<file path="config.mk">
export PLATFORM = sky130hd
export DESIGN_NAME = gemm_tile_sequencer
export DESIGN_NICKNAME = d
export VERILOG_FILES = /design/src/rtl/tpu_pkg.sv /design/src/rtl/tile_index_counter.sv /design/src/rtl/gemm_tile_sequencer.sv
export SDC_FILE = /design/constraint.sdc
export NUM_CORES = 1
export LEC_CHECK = 0
export BUFFER_PORTS_ARGS = -buffer_cell sky130_fd_sc_hd__buf_2
export CAP_MARGIN = 10
export CORE_MARGIN = 4
export CORE_UTILIZATION = 40
export DETAILED_ROUTE_END_ITERATION = 12
export SLEW_MARGIN = 20
export SYNTH_ARGS = -nofsm -noshare
export SYNTH_HDL_FRONTEND = slang
export SYNTH_SLANG_ARGS = --single-unit
</file>
<file path="constraint.sdc">
create_clock -name clk -period 20.5 [get_ports clk]
set_clock_uncertainty 0.15 [all_clocks]
set_input_delay 2.05 -clock clk [delete_from_list [all_inputs] [get_ports clk]]
set_output_delay 2.05 -clock clk [all_outputs]
set_load 0.01 [all_outputs]
</file>
<file path="src/rtl/tpu_pkg.sv">
// Shared types for the TPU command path: the 64-bit tile command and the sequencer state.
package tpu_pkg;

    localparam int unsigned CMD_WIDTH  = 64;
    localparam int unsigned CMD_ADDR_W = 10;
    localparam int unsigned CMD_DIM_W  = 8;

    localparam int unsigned CMD_M_LSB = 0;
    localparam int unsigned CMD_K_LSB = 8;
    localparam int unsigned CMD_N_LSB = 16;
    localparam int unsigned CMD_A_LSB = 24;
    localparam int unsigned CMD_B_LSB = 34;
    localparam int unsigned CMD_C_LSB = 44;
    localparam int unsigned CMD_D_LSB = 54;

    typedef struct packed {
        logic [CMD_ADDR_W-1:0] d;
        logic [CMD_ADDR_W-1:0] c;
        logic [CMD_ADDR_W-1:0] b;
        logic [CMD_ADDR_W-1:0] a;
        logic [CMD_DIM_W-1:0]  n;
        logic [CMD_DIM_W-1:0]  k;
        logic [CMD_DIM_W-1:0]  m;
    } cmd_t;

    typedef enum logic [1:0] {
        SEQ_IDLE,
        SEQ_SETUP,
        SEQ_ISSUE,
        SEQ_DRAIN
    } seq_state_e;

endpackage

</file>
<file path="src/rtl/tile_index_counter.sv">
// Nested k/i/j tile walker (j fastest, k slowest) with per-tile edge lengths.
module tile_index_counter #(
    parameter int unsigned SYSTOLIC_ARRAY_WIDTH = 16,
    parameter int unsigned DIM_WIDTH            = 8
) (
    input  logic                 clk,
    input  logic                 rst,
    input  logic                 clear,
    input  logic                 advance,
    input  logic [DIM_WIDTH-1:0] dim_m,
    input  logic [DIM_WIDTH-1:0] dim_k,
    input  logic [DIM_WIDTH-1:0] dim_n,
    input  logic [DIM_WIDTH-1:0] mt,
    input  logic [DIM_WIDTH-1:0] kt,
    input  logic [DIM_WIDTH-1:0] nt,
    output logic [DIM_WIDTH-1:0] k_idx,
    output logic [DIM_WIDTH-1:0] i_idx,
    output logic [DIM_WIDTH-1:0] j_idx,
    output logic [DIM_WIDTH-1:0] m_edge,
    output logic [DIM_WIDTH-1:0] k_edge,
    output logic [DIM_WIDTH-1:0] n_edge,
    output logic                 first,
    output logic                 last
);

    localparam int unsigned W  = SYSTOLIC_ARRAY_WIDTH;
    localparam int unsigned EW = 2 * DIM_WIDTH;

    logic j_wrap, i_wrap, k_wrap;

    // Remaining extent past the tile origin, clipped to one tile edge.
    function automatic logic [DIM_WIDTH-1:0] tile_len(input logic [DIM_WIDTH-1:0] dim,
                                                      input logic [DIM_WIDTH-1:0] idx);
        logic [EW-1:0] rem;
        rem = EW'(dim) - EW'(idx) * EW'(W);
        return (rem > EW'(W)) ? DIM_WIDTH'(W) : DIM_WIDTH'(rem);
    endfunction

    assign j_wrap = (j_idx == nt - DIM_WIDTH'(1));
    assign i_wrap = (i_idx == mt - DIM_WIDTH'(1));
    assign k_wrap = (k_idx == kt - DIM_WIDTH'(1));

    assign m_edge = tile_len(dim_m, i_idx);
    assign k_edge = tile_len(dim_k, k_idx);
    assign n_edge = tile_len(dim_n, j_idx);

    // first marks the first K pass (no accumulation dependency)
    assign first = (k_idx == '0);
    assign last  = j_wrap && i_wrap && k_wrap;

    always_ff @(posedge clk) begin
        if (rst || clear) begin
            k_idx <= '0;
            i_idx <= '0;
            j_idx <= '0;
        end else if (advance) begin
            if (j_wrap) begin
                j_idx <= '0;
                if (i_wrap) begin
                    i_idx <= '0;
                    k_idx <= k_idx + DIM_WIDTH'(1);
                end else begin
                    i_idx <= i_idx + DIM_WIDTH'(1);
                end
            end else begin
                j_idx <= j_idx + DIM_WIDTH'(1);
            end
        end
    end

endmodule

</file>
<file path="src/rtl/gemm_tile_sequencer.sv">
// Splits one GEMM job into WxW tile commands for control_unit, gating K-accumulation
// tiles on completion of their predecessor and bounding commands in flight.
module gemm_tile_sequencer
    import tpu_pkg::*;
#(
    parameter int unsigned ADDR_WIDTH           = 10,
    parameter int unsigned SYSTOLIC_ARRAY_WIDTH = 16,
    parameter int unsigned DIM_WIDTH            = 8,
    parameter int unsigned MAX_OUTSTANDING      = 4
) (
    input  logic                  clk,
    input  logic                  rst,
    input  logic                  job_valid,
    output logic                  job_ready,
    input  logic [ADDR_WIDTH-1:0] job_a_base,
    input  logic [ADDR_WIDTH-1:0] job_b_base,
    input  logic [ADDR_WIDTH-1:0] job_c_base,
    input  logic [ADDR_WIDTH-1:0] job_d_base,
    input  logic [DIM_WIDTH-1:0]  job_m,
    input  logic [DIM_WIDTH-1:0]  job_k,
    input  logic [DIM_WIDTH-1:0]  job_n,
    output logic                  cmd_valid,
    input  logic                  cmd_ready,
    output logic [63:0]           cmd_data,
    input  logic                  done_irq,
    output logic                  busy,
    output logic                  job_done,
    output logic                  job_err
);

    localparam int unsigned W     = SYSTOLIC_ARRAY_WIDTH;
    localparam int unsigned AW    = ADDR_WIDTH;
    localparam int unsigned EW    = 2 * DIM_WIDTH;
    localparam int unsigned PW    = 3 * DIM_WIDTH;
    localparam int unsigned CNT_W = 13;
    localparam int unsigned CW1   = CNT_W + 1;

    seq_state_e state;

    logic [AW-1:0]        a_base, b_base, c_base, d_base;
    logic [DIM_WIDTH-1:0] dim_m, dim_k, dim_n, mt, kt, nt;
    logic [CNT_W-1:0]     total, plane, issued, completed;
    logic                 all_loaded;

    logic [DIM_WIDTH-1:0] k_idx, i_idx, j_idx, m_edge, k_edge, n_edge;
    logic                 first, last;

    logic                 job_zero, hs, load, dep_ok, room_ok;
    logic [DIM_WIDTH-1:0] mt_in, kt_in, nt_in;
    logic [CNT_W-1:0]     issued_nx, completed_nx;
    logic [AW-1:0]        a_addr, b_addr, c_addr, d_addr, tile_off;
    cmd_t                 cand;

    function automatic logic [DIM_WIDTH-1:0] ceil_tiles(input logic [DIM_WIDTH-1:0] d);
        return DIM_WIDTH'((EW'(d) + EW'(W - 1)) / EW'(W));
    endfunction

    tile_index_counter #(
        .SYSTOLIC_ARRAY_WIDTH(W),
        .DIM_WIDTH           (DIM_WIDTH)
    ) u_idx (
        .clk    (clk),
        .rst    (rst),
        .clear  (state == SEQ_IDLE),
        .advance(load),
        .dim_m  (dim_m),
        .dim_k  (dim_k),
        .dim_n  (dim_n),
        .mt     (mt),
        .kt     (kt),
        .nt     (nt),
        .k_idx  (k_idx),
        .i_idx  (i_idx),
        .j_idx  (j_idx),
        .m_edge (m_edge),
        .k_edge (k_edge),
        .n_edge (n_edge),
        .first  (first),
        .last   (last)
    );

    // Gate and candidate command; gates see this cycle's handshake and completion.
    always_comb begin
        job_zero     = (job_m == '0) || (job_k == '0) || (job_n == '0);
        mt_in        = ceil_tiles(job_m);
        kt_in        = ceil_tiles(job_k);
        nt_in        = ceil_tiles(job_n);
        hs           = cmd_valid && cmd_ready;
        issued_nx    = issued + CNT_W'(hs);
        completed_nx = completed + CNT_W'(done_irq && (state != SEQ_IDLE));
        dep_ok       = first || (CW1'(completed_nx) + CW1'(plane) > CW1'(issued_nx));
        room_ok      = (issued_nx - completed_nx) < CNT_W'(MAX_OUTSTANDING);
        load         = ((state == SEQ_SETUP) || (state == SEQ_ISSUE)) && !all_loaded &&
                       (!cmd_valid || hs) && dep_ok && room_ok;

        tile_off = (AW'(i_idx) * AW'(nt) + AW'(j_idx)) * AW'(W);
        a_addr   = a_base + (AW'(i_idx) * AW'(kt) + AW'(k_idx)) * AW'(W);
        b_addr   = b_base + (AW'(k_idx) * AW'(nt) + AW'(j_idx)) * AW'(W);
        d_addr   = d_base + tile_off;
        c_addr   = first ? (c_base + tile_off) : d_addr;

        cand = '{d: CMD_ADDR_W'(d_addr), c: CMD_ADDR_W'(c_addr),
                 b: CMD_ADDR_W'(b_addr), a: CMD_ADDR_W'(a_addr),
                 n: CMD_DIM_W'(n_edge), k: CMD_DIM_W'(k_edge), m: CMD_DIM_W'(m_edge)};
    end

    always_ff @(posedge clk) begin
        if (rst) begin
            state      <= SEQ_IDLE;
            job_ready  <= 1'b1;
            busy       <= 1'b0;
            job_done   <= 1'b0;
            job_err    <= 1'b0;
            cmd_valid  <= 1'b0;
            cmd_data   <= '0;
            issued     <= '0;
            completed  <= '0;
            all_loaded <= 1'b0;
            a_base     <= '0;
            b_base     <= '0;
            c_base     <= '0;
            d_base     <= '0;
            dim_m      <= '0;
            dim_k      <= '0;
            dim_n      <= '0;
            mt         <= '0;
            kt         <= '0;
            nt         <= '0;
            total      <= '0;
            plane      <= '0;
        end else begin
            job_done  <= 1'b0;
            job_err   <= 1'b0;
            issued    <= issued_nx;
            completed <= completed_nx;

            // Once presented, a command is held until accepted
            if (load) begin
                cmd_valid <= 1'b1;
                cmd_data  <= cand;
                if (last) all_loaded <= 1'b1;
            end else if (hs) begin
                cmd_valid <= 1'b0;
            end

            case (state)
                SEQ_IDLE: begin
                    if (job_valid) begin
                        if (job_zero) begin
                            job_err <= 1'b1;
                        end else begin
                            state      <= SEQ_SETUP;
                            busy       <= 1'b1;
                            job_ready  <= 1'b0;
                            issued     <= '0;
                            completed  <= '0;
                            all_loaded <= 1'b0;
                            a_base     <= job_a_base;
                            b_base     <= job_b_base;
                            c_base     <= job_c_base;
                            d_base     <= job_d_base;
                            dim_m      <= job_m;
                            dim_k      <= job_k;
                            dim_n      <= job_n;
                            mt         <= mt_in;
                            kt         <= kt_in;
                            nt         <= nt_in;
                            total      <= CNT_W'(PW'(mt_in) * PW'(kt_in) * PW'(nt_in));
                            plane      <= CNT_W'(EW'(mt_in) * EW'(nt_in));
                        end
                    end
                end
                SEQ_SETUP: state <= SEQ_ISSUE;
                SEQ_ISSUE: if (hs && all_loaded) state <= SEQ_DRAIN;
                SEQ_DRAIN: begin
                    // Stay one extra cycle so busy covers the job_done pulse
                    if (job_done) begin
                        state     <= SEQ_IDLE;
                        busy      <= 1'b0;
                        job_ready <= 1'b1;
                    end else if (completed_nx == total) begin
                        job_done <= 1'b1;
                    end
                end
                default: state <= SEQ_IDLE;
            endcase
        end
    end

endmodule

</file>
==> impl_metrics.env <==
export IMPL_worstPathMaxFanout=11
export IMPL_ys_top_cells_by_count="224 x dfxtp_1, 205 x nand2_1, 175 x inv_1"
export IMPL_port_buffers=137
export IMPL_hold_viol_final=0
export IMPL_ir_worst_vdd_uv=67.7
export IMPL_status="completed"
export IMPL_synth_nets=2207
export IMPL_cts_buffer_depth=3
export IMPL_grt_use_total_pct=19.5
export IMPL_maxCapViolCount=0
export IMPL_pin_count=138
export IMPL_cts_tree="yes"
export IMPL_tns_ns=0
export IMPL_first_global_vias=13100
export IMPL_clock_latency_ns=0.54
export IMPL_drv_slew=0
export IMPL_hold_buffers=0
export IMPL_crit_path_frequent_cell="fa_1"
export IMPL_fillers=3905
export IMPL_worstRegToRegCells=28
export IMPL_die_h_um=208
export IMPL_syn_inst=1895
export IMPL_wl_per_cell_um=17.2
export IMPL_syn_cell_area_mm2=0.0160
export IMPL_postLayoutCoreUtil_pct=45.5
export IMPL_critPathArrivalTime_ns=10.12
export IMPL_power_density_mw_per_mm2=92.4
export IMPL_dr_pass1_iters=5
export IMPL_worstReg2RegEnd="cmd_data[52]$_SDFFE_PP0N_"
export IMPL_synth_area_top_cells="dfxtp_1 28%, ha_1 13%, fa_1 8.7%"
export IMPL_critPathLaunch="job_m[0]"
export IMPL_dp_hpwl_um=33300
export IMPL_gp_congestion=0.850
export IMPL_cts_sinks=224
export IMPL_avgSynthCellArea_um2=8.47
export IMPL_clk_pin_slew_ns=0.06
export IMPL_max_slew_worst_pin_slew_ns=1.08
export IMPL_yosys_area_top_type_share_pct=27.9
export IMPL_fmax_ghz=0.101
export IMPL_synth_edf_count=0
export IMPL_final_area_mm2=0.0181
export IMPL_cpMaxStageDelayCell="nor4_2"
export IMPL_die_area_mm2=0.0434
export IMPL_wl_met3_um=2210
export IMPL_critPathBufInv=4
export IMPL_synth_warnings=0
export IMPL_endpoint="total[12]$_SDFFE_PP0P_"
export IMPL_async_flop_share_pct=0
export IMPL_routed_via_count=13400
export IMPL_drcViolationCount=0
export IMPL_seq_area_frac_synth_pct=27.9
export IMPL_rows=73
export IMPL_ant_nets=0
export IMPL_period_minus_slack_ns=9.88
export IMPL_drt_met1_wl_um=21100
export IMPL_drive_gt1_share_pct=11.5
export IMPL_numCtsBuffers=26
export IMPL_critical_path_required_ns=20.74
export IMPL_grt_antenna_before_repair=1
export IMPL_r2r_slack_ns=13.27
export IMPL_die_w_um=208
export IMPL_critPathTopFamily="adder cells"
export IMPL_postCtsResizedCells=0
export IMPL_netlist_top_cell_by_area="dfxtp_1"
export IMPL_synth_seq_cells=224
export IMPL_grt_pass1_wl_um=70300
export IMPL_core_area_mm2=0.0397
export IMPL_fin_nets=2299
export IMPL_cp_depth=30
export IMPL_vias_per_cell=5.30
export IMPL_routed_wl_um=43500
export IMPL_synth_most_common_cell="dfxtp_1"
export IMPL_ys_types=70
export IMPL_rsz0062_at_grt="false"
export IMPL_drt_initial_drc_count=737
export IMPL_dr_wl_met2_um=19200
export IMPL_htreeDepth=1
export IMPL_min_path_type="flop to flop"
export IMPL_placed_area_mm2=0.0172
export IMPL_setup_violations=0
export IMPL_grt_start_max_net_pins=64
export IMPL_cp_slowest_stage_delay_ns=0.65
export IMPL_worst_setup_path_end_kind="flop"
export IMPL_overflow=0
export IMPL_initial_core_util_pct=40.4
export IMPL_n_antenna_cell=0
export IMPL_cts_root_buffer_cell="clkbuf_16"
export IMPL_ys_flop_type="dfxtp_1"
export IMPL_cts_setup_buffers=0
export IMPL_reg2reg_from="state[1]$_SDFFE_PP0P_"
export IMPL_period_share_pct=48.2
export IMPL_path_class="input pin to flop"
export IMPL_syn2layout_area_growth_pct=12.7
export IMPL_top_layer_used="met4"
export IMPL_start_kind="input pin"
export IMPL_relSlewSlack_pct=27.5
export IMPL_p_leak_nw=8.41
## registers in the layout, indices dropped and copies added, names as in the netlist, 2 cells and up
signal and count:
b_base 10, mt 5, plane 10, d_base 10
dim_n 8, u_idx.j_idx 8, nt 5, c_base 10
u_idx.i_idx 8, u_idx.k_idx 8, dim_m 8, issued 13
kt 5, state 2, a_base 10, cmd_data 64
completed 13, total 13, dim_k 8
## metal layers
metal  GRT usage (%)  vias up
met2            31.0      292
met5               0        -
met1            28.2     6438
met3            2.97       48
li1                -     6630
met4            4.19        0
## worst min-delay path, cell delays in order (launching register included)
cell     delay (ns)
dfxtp_1        0.30
nand2_1        0.05
a21oi_1        0.05
## stage by stage
step,power (mW),hold WS [ns],std cells,setup WS (ns)
floorplan,1.02,0.282,1895,11.12
global placement,1.19,0.287,2484,9.83
detailed placement,1.20,0.291,2484,10.05
CTS,1.69,0.299,2532,10.62
global route,1.79,0.322,2532,10.15
finish,1.67,0.298,2532,10.62
## worst min-delay path by stage
stage | from | end | slack (ns) | depth (start not counted)
floorplan | plane[0]$_SDFFE_PP0P_ | plane[0]$_SDFFE_PP0P_ | 0.28 | 2
global placement | cmd_data[25]$_SDFFE_PP0N_ | cmd_data[25]$_SDFFE_PP0N_ | 0.29 | 2
detailed placement | cmd_data[11]$_SDFFE_PP0N_ | cmd_data[11]$_SDFFE_PP0N_ | 0.29 | 2
CTS | cmd_data[61]$_SDFFE_PP0N_ | cmd_data[61]$_SDFFE_PP0N_ | 0.30 | 2
global route | cmd_data[11]$_SDFFE_PP0N_ | cmd_data[11]$_SDFFE_PP0N_ | 0.32 | 2
finish | cmd_data[61]$_SDFFE_PP0N_ | cmd_data[61]$_SDFFE_PP0N_ | 0.30 | 2
## power breakdown
group | internal [mW] | total [mW] | switching, mW
logic | 0.252 | 0.657 | 0.405
registers | 0.491 | 0.539 | 0.0479
clock network | 0.281 | 0.476 | 0.194
total | 1.02 | 1.67 | 0.647
## placed cells by master, fill, tap and decap left out, drive strengths merged, types with 25 or more instances in the layout
cell	instances
a21o	33
a21oi	118
a22o	65
buf	150
clkbuf	33
dfxtp	224
fa	70
ha	173
inv	176
nand2	205
nand3	52
nor2	162
nor2b	25
nor3	25
o21ai	59
xnor2	101
xor2	66
## cell type report
cell class | count | area, um2 | area share, %
clock buffers | 33 | 738 | 4.08
clock inverters | 15 | 146 | 0.809
inverters | 175 | 657 | 3.63
multi-input cells | 1410 | 10600 | 58.7
flip-flops and latches | 224 | 4480 | 24.8
well taps | 525 | 657 | 3.63
repair buffers | 150 | 783 | 4.33
## cells by family (layout without fill, tap and decap cells)
kind of cell             count (synthesis)  count (layout)  share of synthesized area (%)
flip-flops                             224             224                           27.9
adder cells (fa/ha/maj)                243             243                           22.2
multiplexers                            23              23                           1.46
buffers and inverters                  261             373                           6.14
AND/OR/NAND/NOR                        627             627                           18.6
AO/OA/AOI/OAI                          349             349                           14.3
XOR/XNOR                               168             168                           9.30
No activity file was read; power rests on OpenSTA's default activity.
